File: config.mk
export PLATFORM = sky130hd
export DESIGN_NAME = i2c_reg_sequencer
export DESIGN_NICKNAME = d
export VERILOG_FILES = /design/src/rtl/i2c_reg_sequencer.sv
export SDC_FILE = /design/constraint.sdc
export NUM_CORES = 1
export LEC_CHECK = 0
export CELL_PAD_IN_SITES_DETAIL_PLACEMENT = 1
export CELL_PAD_IN_SITES_GLOBAL_PLACEMENT = 1
export CORE_UTILIZATION = 36
export CTS_CLUSTER_DIAMETER = 200
export DETAILED_ROUTE_END_ITERATION = 16
export PLACE_DENSITY_LB_ADDON = 0.1
export SYNTH_ARGS = -nofsm -noshare
export SYNTH_HDL_FRONTEND = slang
export SYNTH_SLANG_ARGS = --single-unit
export TNS_END_PERCENT = 5
File: constraint.sdc
create_clock -name clk -period 2.95 [get_ports clk]
set_clock_uncertainty 0.05 [all_clocks]
set_input_delay 0.4425 -clock clk [delete_from_list [all_inputs] [get_ports clk]]
set_output_delay 0.4425 -clock clk [all_outputs]
set_load 0.05 [all_outputs]
File: src/rtl/i2c_reg_sequencer.sv
// rtl/i2c_reg_sequencer.sv - sequences one 8-bit-register I2C transaction into byte-engine commands
// Optional address-NACK retry is built when I2C_RETRY_EN is defined.
module i2c_reg_sequencer #(
  parameter int MAX_RETRY = 3,
  parameter int RETRY_GAP = 64
) (
  input  logic       clk,
  input  logic       rst_n,
  input  logic       req_valid,
  output logic       req_ready,
  input  logic       req_rnw,
  input  logic [6:0] req_dev_addr,
  input  logic [7:0] req_reg_addr,
  input  logic [7:0] req_wdata,
  output logic       done_valid,
  output logic [7:0] done_rdata,
  output logic       done_err,
  output logic       busy,
  output logic       cmd_valid,
  input  logic       cmd_ready,
  output logic [2:0] cmd_op,
  output logic [7:0] cmd_wdata,
  input  logic       rsp_valid,
  input  logic [7:0] rsp_rdata,
  input  logic       rsp_nack
);

  localparam logic [2:0] OP_START     = 3'd0;
  localparam logic [2:0] OP_RESTART   = 3'd1;
  localparam logic [2:0] OP_WRITE     = 3'd2;
  localparam logic [2:0] OP_READ_NACK = 3'd4;
  localparam logic [2:0] OP_STOP      = 3'd5;

  if (RETRY_GAP < 1 || MAX_RETRY < 0) begin : g_cfg_check
    $error("i2c_reg_sequencer: RETRY_GAP must be >= 1 and MAX_RETRY >= 0");
  end

  typedef enum logic [2:0] {S_IDLE, S_ISSUE, S_WAIT, S_GAP, S_DONE} state_e;
  typedef enum logic [2:0] {
    ST_START, ST_DEV_W, ST_REG, ST_DATA, ST_RESTART, ST_DEV_R, ST_READ, ST_STOP
  } step_e;

  state_e     state_q, state_d;
  step_e      step_q, step_d, step_after;
  logic       rnw_q, rnw_d;
  logic [6:0] dev_q, dev_d;
  logic [7:0] reg_q, reg_d;
  logic [7:0] wdata_q, wdata_d;
  logic [7:0] rdata_q, rdata_d;
  logic       err_q, err_d;
  logic       step_is_write;

`ifdef I2C_RETRY_EN
  localparam int RC_W  = $clog2(MAX_RETRY + 2);
  localparam int GAP_W = $clog2(RETRY_GAP + 1);
  logic [RC_W-1:0]  retry_cnt_q, retry_cnt_d;
  logic [GAP_W-1:0] gap_cnt_q, gap_cnt_d;
  logic             retry_q, retry_d;
  logic             step_is_dev;
`endif

  always_ff @(posedge clk) begin
    if (!rst_n) begin
      state_q <= S_IDLE;
      step_q  <= ST_START;
      rnw_q   <= 1'b0;
      dev_q   <= 7'd0;
      reg_q   <= 8'd0;
      wdata_q <= 8'd0;
      rdata_q <= 8'd0;
      err_q   <= 1'b0;
`ifdef I2C_RETRY_EN
      retry_cnt_q <= '0;
      gap_cnt_q   <= '0;
      retry_q     <= 1'b0;
`endif
    end else begin
      state_q <= state_d;
      step_q  <= step_d;
      rnw_q   <= rnw_d;
      dev_q   <= dev_d;
      reg_q   <= reg_d;
      wdata_q <= wdata_d;
      rdata_q <= rdata_d;
      err_q   <= err_d;
`ifdef I2C_RETRY_EN
      retry_cnt_q <= retry_cnt_d;
      gap_cnt_q   <= gap_cnt_d;
      retry_q     <= retry_d;
`endif
    end
  end

  // Reads branch off after the register byte into RESTART + device-read + READ_NACK.
  always_comb begin
    step_after = ST_STOP;
    case (step_q)
      ST_START:   step_after = ST_DEV_W;
      ST_DEV_W:   step_after = ST_REG;
      ST_REG:     step_after = rnw_q ? ST_RESTART : ST_DATA;
      ST_RESTART: step_after = ST_DEV_R;
      ST_DEV_R:   step_after = ST_READ;
      default:    step_after = ST_STOP;
    endcase
    step_is_write = (step_q == ST_DEV_W) || (step_q == ST_REG) ||
                    (step_q == ST_DATA)  || (step_q == ST_DEV_R);
`ifdef I2C_RETRY_EN
    step_is_dev = (step_q == ST_DEV_W) || (step_q == ST_DEV_R);
`endif
  end

  always_comb begin
    state_d = state_q;
    step_d  = step_q;
    rnw_d   = rnw_q;
    dev_d   = dev_q;
    reg_d   = reg_q;
    wdata_d = wdata_q;
    rdata_d = rdata_q;
    err_d   = err_q;
`ifdef I2C_RETRY_EN
    retry_cnt_d = retry_cnt_q;
    gap_cnt_d   = gap_cnt_q;
    retry_d     = retry_q;
`endif
    case (state_q)
      S_IDLE: begin
        if (req_valid) begin
          state_d = S_ISSUE;
          step_d  = ST_START;
          rnw_d   = req_rnw;
          dev_d   = req_dev_addr;
          reg_d   = req_reg_addr;
          wdata_d = req_wdata;
          rdata_d = 8'd0;
          err_d   = 1'b0;
`ifdef I2C_RETRY_EN
          retry_cnt_d = '0;
          retry_d     = 1'b0;
`endif
        end
      end
      S_ISSUE: begin
        if (cmd_ready) state_d = S_WAIT;
      end
      S_WAIT: begin
        if (rsp_valid) begin
          if (step_q == ST_STOP) begin
`ifdef I2C_RETRY_EN
            if (retry_q) begin
              state_d   = S_GAP;
              gap_cnt_d = GAP_W'(RETRY_GAP - 1);
            end else begin
              state_d = S_DONE;
            end
`else
            state_d = S_DONE;
`endif
          end else begin
            state_d = S_ISSUE;
            if (step_is_write && rsp_nack) begin
              step_d = ST_STOP;
`ifdef I2C_RETRY_EN
              if (step_is_dev && (retry_cnt_q < RC_W'(MAX_RETRY))) begin
                retry_d     = 1'b1;
                retry_cnt_d = retry_cnt_q + 1'b1;
              end else begin
                err_d = 1'b1;
              end
`else
              err_d = 1'b1;
`endif
            end else begin
              step_d = step_after;
              if (step_q == ST_READ) rdata_d = rsp_rdata;
            end
          end
        end
      end
`ifdef I2C_RETRY_EN
      S_GAP: begin
        if (gap_cnt_q == '0) begin
          state_d = S_ISSUE;
          step_d  = ST_START;
          retry_d = 1'b0;
        end else begin
          gap_cnt_d = gap_cnt_q - 1'b1;
        end
      end
`endif
      S_DONE:  state_d = S_IDLE;
      default: state_d = S_IDLE;
    endcase
  end

  always_comb begin
    req_ready  = (state_q == S_IDLE);
    busy       = (state_q != S_IDLE);
    cmd_valid  = (state_q == S_ISSUE);
    done_valid = (state_q == S_DONE);
    done_err   = done_valid && err_q;
    done_rdata = (done_valid && !err_q) ? rdata_q : 8'd0;
    cmd_op     = OP_START;
    cmd_wdata  = 8'd0;
    if (cmd_valid) begin
      case (step_q)
        ST_START:   cmd_op = OP_START;
        ST_DEV_W:   begin cmd_op = OP_WRITE; cmd_wdata = {dev_q, 1'b0}; end
        ST_REG:     begin cmd_op = OP_WRITE; cmd_wdata = reg_q;         end
        ST_DATA:    begin cmd_op = OP_WRITE; cmd_wdata = wdata_q;       end
        ST_RESTART: cmd_op = OP_RESTART;
        ST_DEV_R:   begin cmd_op = OP_WRITE; cmd_wdata = {dev_q, 1'b1}; end
        ST_READ:    cmd_op = OP_READ_NACK;
        default:    cmd_op = OP_STOP;
      endcase
    end
  end

endmodule

Word-level counts from Yosys, hierarchy flattened
Index checks and enable logic that the tools add are counted.
{"block": "word_totals", "ff_bits": 39, "latchBits": 0, "ram_bits": 0, "mem_bits_ro": 0, "inputBits": 38, "out_inout_bits": 24, "elab_cells": 70, "n_memories": 0}
{"block": "op_classes", "add_sub_neg": 0, "multipliers": 0, "div_mod_pow": 0, "magnitude_cmp": 0, "n_eq_ne": 17, "shifts": 0, "n_mux": 28, "bitwise_logic": 0, "reduce_logical": 17}
{"cell": "two-way mux 8 bit", "count": 7}
{"cell": "one-hot mux 8 bit (4 select lines)", "count": 1}
{"cell": "two-way mux 3 bit", "count": 10}
{"cell": "one-hot mux 8 bit (2 select lines)", "count": 1}
{"cell": "equality test 3 bit (second input constant)", "count": 5}
{"cell": "one-hot mux 3 bit (5 select lines)", "count": 1}
{"cell": "!= test 2 bit (second input constant)", "count": 6}
{"cell": "one-hot mux 3 bit (4 select lines)", "count": 1}
{"cell": "equality test 3 x 2 -> 1 bit (second input constant)", "count": 3}
{"cell": "one-hot mux 3 bit (3 select lines)", "count": 1}
{"cell": "equality test 3 x 1 -> 1 bit (second input constant)", "count": 2}
{"cell": "zero test 3 bit", "count": 2}
{"cell": "one-hot mux 3 bit (2 select lines)", "count": 1}
{"cell": "AND reduction 6 bit", "count": 1}
{"cell": "AND reduction 5 bit", "count": 1}
{"cell": "two-way mux 1 bit", "count": 4}
{"cell": "AND reduction 4 bit", "count": 1}
{"cell": "OR reduction 4 bit", "count": 1}
{"cell": "logical AND 1 bit", "count": 3}
{"cell": "logical OR 1 bit", "count": 3}
{"cell": "AND reduction 3 bit", "count": 1}
{"cell": "nonzero test 3 bit", "count": 1}
{"cell": "!= test 2 x 1 -> 1 bit (second input constant)", "count": 1}
{"cell": "one-hot mux 1 bit (2 select lines)", "count": 1}
{"cell": "3 further kinds", "count": 3}

Depth between registers and ports, before layout
Gate-level depths: netlist of the first run.
{"block": "depth", "ltp_word": 9, "mapped_depth": 6, "ltp_nobuf": 5}

Worst setup path after synthesis of the first run
OpenSTA, ideal clock, no wires.
{"block": "synth_path", "path_kind": "reg2out", "start": "register step_q[0]", "end": "output port cmd_op[0]", "arrival_time_ns": 2.283, "required_time_ns": 2.457, "slack_ns": 0.175, "stages_incl_launch_ff": 5, "path_buffers": 2, "path_cell_list": "dfxtp_1 -> clkbuf_1 -> buf_2 -> nor2b_1 -> nor4_1"}
{"block": "synth_between", "elab_chain_cells": 4, "word_cells_on_any_way": 10, "classes_between": "eq/ne: 6; mux: 2; reduce/logical: 2"}
{"item": "start, declared", "line_no": "44", "text": "step_e step_q, step_d, step_after;"}
{"item": "start signal, assigned", "line_no": "79", "text": "step_q <= step_d;"}
{"item": "equality test 3 x 1 -> 1 bit, or another cell as far along", "line_no": "206", "text": "case (step_q)"}
{"item": "OR reduction 4 bit (no line)"}
{"item": "one-hot mux 3 bit (4 select lines) (*)", "line_no": "206"}
{"item": "two-way mux 3 bit (*)", "line_no": "205", "text": "if (cmd_valid) begin"}
{"item": "end, declared", "line_no": "21", "text": "output logic [2:0] cmd_op,"}
Mark *: on every way between the ends. The rest lies on a longest branch, timed or not.

Final worst setup path of the first run
{"block": "layout_path", "start": "register state_q[2]", "end": "output port done_rdata[5]"}
{"block": "layout_between", "elab_chain_cells": 3}
{"item": "start, declared", "line_no": "43", "text": "state_e state_q, state_d;"}
{"item": "start signal, assigned", "line_no": "78", "text": "state_q <= state_d;"}
{"item": "equality test 3 bit", "line_no": "200", "text": "done_valid = (state_q == S_DONE);"}
{"item": "logical AND 1 bit", "line_no": "202", "text": "done_rdata = (done_valid && !err_q) ? rdata_q : 8'd0;"}
{"item": "two-way mux 8 bit", "line_no": "202"}
{"item": "end, declared", "line_no": "16", "text": "output logic [7:0] done_rdata,"}
No other way between the ends.

==> metrics.txt, run 1 <==
pwr dens ~400 nW/um^2; post-route ant nets 0; htree depth 2; placed instance area between 2000 and 3000 sq um; Max-Cap Viols 0; top-count cell post-synth nand2_1; post-synthesis cell area between 1500 and 2000 sq um; hold_sp reg_q[1]$_SDFFE_PN0P_; RSZ-0062 raised after global routing no; top-area cell type share of the netlist area 0.3920; Worst Path Required around 2.5 ns; ys async rst share 0; critical path class reg2out; GRT Util Overall 0.1964; nets@finish approximately 330; filler instances 628; Yosys reg bits 39; vias per cell ~5; via count about 1800; post-CTS setup buffer count 0; FP Rows 26; Buffers on Ports 61; Hold Path Depth 2; post-DP HPWL roughly 3700 microns; Crit-path slowest cell clkdlybuf4s50_1; vias in the first global route around 1800; syn_nets 270; Worst-Skew Late Latency 0.28 ns; Crit path max-delay family buffers and inverters; initial antenna violation count 0; Horiz. Die Dim 76.39 microns; CP Max Fanout 10; area leader, netlist dfxtp_1; CP bufs+invs 1; top cells by area, synth dfxtp_1, nand2_1, a21boi_1, mux2i_1, mux2_2; Final min period between 2 and 3 ns; Post-synth top flop dfxtp_1; clk root buf clkbuf_8; critical path startpoint category flop; mean routed wirelength per cell roughly 15 microns; fin crit share 0.9295; FF-to-FF End step_q[1]$_SDFFE_PN0P_; Worst-Margin Slew around 0.69 ns; DR iter-0 viols 92; Post-synth top cells nand2_1, dfxtp_1, a21boi_1, nor2_1, and3_1; worst-case clock buffer depth 2; CP max stage delay roughly 0.8 ns; worst relative slew slack 0.5376; area growth from synthesis to layout 41.52%; clock-pin slew on the worst setup and hold paths approximately 0.070 ns; clock sinks 39; r2r worst-path depth 4; DRT Pass-1 Iters 4; r2r setup slk ~1.2 ns; Synth Instances between 200 and 250; DRC Markers 0; Die Ht 76.39 microns; hold violation total from the final report 0; ANT cells 0; Yosys cell types 38; status completed; total power roughly 1.2 mW; Critical Path End Type primary output; fmax ~360 MHz; YS warnings 0; Worst Hold Class reg2reg; setup TNS 0 ns; Num CTS Buffers 5; fraction of layout instances using a drive strength above 1 0.1349; Core Region approximately 5200 sq um; Max Slew Vio Count 0; Die Area slightly below 6000 sq um; CTS tree built; Peak VDD IR 0.2659 mV; Final Cell Area roughly 2800 sq um; grt total ovfl 0; CP arrival about 2.3 ns; syn_area_per_cell 8.586 sq um; final RePlAce weighted congestion 0.7084; Top Ports 62; Final setup viols 0; Starting Density 0.3827; first-pass GRT wire length 9163 microns; sequential share of the synthesized area 0.3920; hold path endpoint reg_q[1]$_SDFFE_PN0P_; number of flops mapped to enable cells by yosys 0; worst path cell trace nor3b_4 -> and3_1 -> clkdlybuf4s50_1; static leakage about 1.0 nW; worst r2r src state_q[1]$_SDFFE_PN0P_; WL final 5370 microns; largest net degree at the start of global routing 47
[where the power goes]
group / internal (mW) / switching [mW] / total, mW / leakage, nW
clock: 0.213 / 0.178 / 0.391 / 0.0515
sequential: 0.551 / 0.0216 / 0.572 / 0.318
combinational: 0.0966 / 0.0945 / 0.191 / 0.676
total: 0.861 / 0.294 / 1.15 / 1.05
[per-stage QoR]
stage / hold slack [ns] / util / std cells / worst slack, ns
after floorplan: 0.3816 / - / 232 / 0.1745
after global placement: 0.3886 / 0.5212 / 351 / 0.4626
after global routing: 0.4269 / 0.5416 / 359 / 0.05947
final: 0.4062 / 0.5416 / 359 / 0.2080
after CTS: 0.4083 / 0.5404 / 359 / 0.06731
after detailed placement: 0.3980 / 0.5212 / 351 / 0.3912
[sequential cells by signal, indices dropped and copies added, names as in the netlist]
name / flops
rnw_q: 1
step_q: 3
dev_q: 7
reg_q: 8
rdata_q: 8
err_q: 1
state_q: 3
wdata_q: 8
[final cells by class]
type                    count  area [sq um]  area share
multi-input cells         170          1089      0.3862
flip-flops and latches     39         780.7      0.2770
repair buffers             67         743.2      0.2636
clock buffers               8         100.1     0.03551
well taps                  70         87.58     0.03107
inverters                   5         18.77    0.006658
[kinds of logic (layout without fill, tap and decap cells)]
logic type,count (synthesis),in the layout,share of synthesized area
AO/OA/AOI/OAI,45,45,0.1683
multiplexers,17,17,0.09046
flip-flops,39,39,0.3920
buffers and inverters,23,80,0.06470
AND/OR/NAND/NOR,108,108,0.2846
[layout by cell type (no fill, tap or decap), types with 7 or more instances in the layout]
cell type	count
clkdlybuf4s50_1	51
clkbuf_8	7
nand3_1	8
dfxtp_1	39
a21boi_1	21
buf_12	9
and3_1	10
a22oi_1	8
nand2_1	59
buf_4	7
mux2i_1	9
nor2_1	12
mux2_2	8
[worst reg2reg max path, cell delays in order, from the launching register on]
cell and delay [ns]:
dfxtp_1 0.48, or4b_1 0.56, buf_4 0.26, o2bb2ai_1 0.19, o311a_2 0.13
[worst max-delay path by stage]
stage | from | endpoint | slack [ns] | depth (start not counted)
finish | state_q[2]$_SDFFE_PN0P_ | done_rdata[5] | 0.21 | 3
global route | state_q[2]$_SDFFE_PN0P_ | done_rdata[0] | 0.06 | 3
CTS | state_q[2]$_SDFFE_PN0P_ | done_rdata[5] | 0.07 | 3
detailed placement | state_q[2]$_SDFFE_PN0P_ | done_rdata[4] | 0.39 | 3
global placement | state_q[2]$_SDFFE_PN0P_ | done_rdata[5] | 0.46 | 3
floorplan | step_q[0]$_SDFFE_PN0P_ | cmd_op[0] | 0.17 | 4
[routing by layer]
layer,part of all wire,up-vias,track usage
met5,0,-,0
li1,-,912,-
met3,0.031,2,0.03952
met1,0.47,846,0.2679
met2,0.49,39,0.3144
met4,0.0058,0,0.05192
[timing repair]
action,in CTS,in global routing
hold buffers,0,0
resized for setup,0,1
setup endpoints to repair,0,9
Power figures use the tool's default switching activity.
==> run 2: changes to the inputs <==
Settings changed: CAP_MARGIN from default to 40.
==> results of run 2 <==
No change in the layout: final DEF, timing and power equal those of run 1.
==> patch: new RTL, settings of run 1 <==
Put a register stage on the output `done_err`, without a reset. The value now appears one clock later. The other outputs are not delayed to match.
--- a/src/rtl/i2c_reg_sequencer.sv
+++ b/src/rtl/i2c_reg_sequencer.sv
@@ -31,6 +31,8 @@
   localparam logic [2:0] OP_READ_NACK = 3'd4;
   localparam logic [2:0] OP_STOP      = 3'd5;
 
+  logic done_err_d;
+
   if (RETRY_GAP < 1 || MAX_RETRY < 0) begin : g_cfg_check
     $error("i2c_reg_sequencer: RETRY_GAP must be >= 1 and MAX_RETRY >= 0");
   end
@@ -198,7 +200,7 @@
     busy       = (state_q != S_IDLE);
     cmd_valid  = (state_q == S_ISSUE);
     done_valid = (state_q == S_DONE);
-    done_err   = done_valid && err_q;
+    done_err_d = done_valid && err_q;
     done_rdata = (done_valid && !err_q) ? rdata_q : 8'd0;
     cmd_op     = OP_START;
     cmd_wdata  = 8'd0;
@@ -216,5 +218,9 @@
     end
   end
 
+  always_ff @(posedge clk) begin
+    done_err <= done_err_d;
+  end
+
 endmodule
 
Function: changed (a bounded check fails within 10 cycles, from zero or initial values and one cycle with rst_n low).
==> patch against run 1 <==
Sequential cell count is 1 higher; design area hardly changed; setup slack worse by 0.044 ns; register-to-register slack better by 0.11 ns; critical path type unchanged; power is 3.1% lower; synthesized area is 1.0% higher; routed wire length is 4.5% lower; hold slack worse by 0.0029 ns; count of clock-buffer cells in the layout is 2 lower; largest power group unchanged; critical endpoint is now done_rdata[7]; via count is 1.6% higher.
==> patch: results <==
{
  "grt_max_degree": 47,
  "vdd_ir_drop_max_mv": 0.230,
  "synth_common_cells": "nand2_1 (59), dfxtp_1 (40), a21boi_1 (21), nor2_1 (12), and3_1 (10)",
  "synth_mux_area_share_pct": 8.96,
  "final_core_util_pct": 53.8,
  "max-slew-margin-rel_pct": 56.8,
  "hold_start": "wdata_q[6]",
  "clock_path_buffers": 2,
  "clock-sinks": 40,
  "crit_fanout": 10,
  "multi_input_area_share_pct": 38.4,
  "post_cts_buffers": 0,
  "r2r-start": "state_q[1]",
  "status": "complete, no violations",
  "clkCellAreaFrac_pct": 2.75,
  "layout.nets": 328,
  "arrival_ns": 2.29,
  "synth_cell_types": 38,
  "grt_pass1_wl_mm": 8.60,
  "final_cell_count_no_fill": 360,
  "power_leakage_uw": 0.00105,
  "cpPeakStageDelay_ns": 0.80,
  "hpwl_mm": 3.67,
  "fillCellCount": 634,
  "avgViaCountPerCell": 5.08,
  "r2r_cells": 4,
  "finalWorstSetupSlack_ns": 0.164,
  "non_clock_buffer_count": 68,
  "seq_area_um2": 801,
  "clock-root-buffer": "clkbuf_8",
  "drt_pass1_iterations": 4,
  "switchingPower_uw": 296,
  "final-nonclk-buf-share_pct": 26.6,
  "dp_cells": 353,
  "grtUsageTotal_pct": 18.0,
  "synth_compound_area_share_pct": 16.7,
  "crit_path_end": "done_rdata[7]",
  "place_ws_ns": 0.468,
  "drtIter0Drc": 38,
  "synthCells": 233,
  "syn_nets": 271,
  "post-route-cell-area_um2": 2820,
  "yosysSeqAreaShare_pct": 39.8,
  "r2r_end": "step_q[1]",
  "drive_above_1_share_pct": 13.4,
  "r2r_setup_slack_ns": 1.28,
  "antenna_found_initial": 0,
  "synth.top_cells.by_area": "dfxtp_1 (40%), nand2_1 (11%), a21boi_1 (7.8%)",
  "place.gp.congestion": 0.678,
  "postPlaceCellArea_um2": 2740,
  "nClkBuffers": 6,
  "grt_pass1_vias": 1896,
  "wl_mm": 5.13
}
## patch: cell types whose count changed after synthesis, sizes merged
cell,before,now
dfxtp,39,40
## patch: power groups by stage
stage          clock (uW)  combinational (uW)  sequential, uW
3_5_place_dp            0                 195             597
3_3_place_gp            0                 192             595
5_1_grt               371                 211             588
4_1_cts               354                 196             584
2_1_floorplan           0                 125             585
6_report              343                 192             584
## patch: how the worst min path moves through the flow
stage / endpoint / slack [ns]
after floorplan: done_err / 0.38
after global placement: reg_q[0] / 0.39
after detailed placement: wdata_q[5] / 0.40
after CTS: wdata_q[5] / 0.41
after global routing: dev_q[4] / 0.42
final: wdata_q[6] / 0.40
## patch: tightest hold or removal path: cells and delay by family, from the launching register on
family / cells / cell delay (ns)
simple gates: 1 / 0.05
flops: 1 / 0.31
compound gates: 1 / 0.05
## patch: routing by layer
metal	vias to the layer above	share of wire (%)	track usage (%)
li1	915	-	-
met1	875	47	21.6
met2	34	49	32.3
met3	4	3.5	3.81
met4	0	0.62	4.62
met5	-	0	0
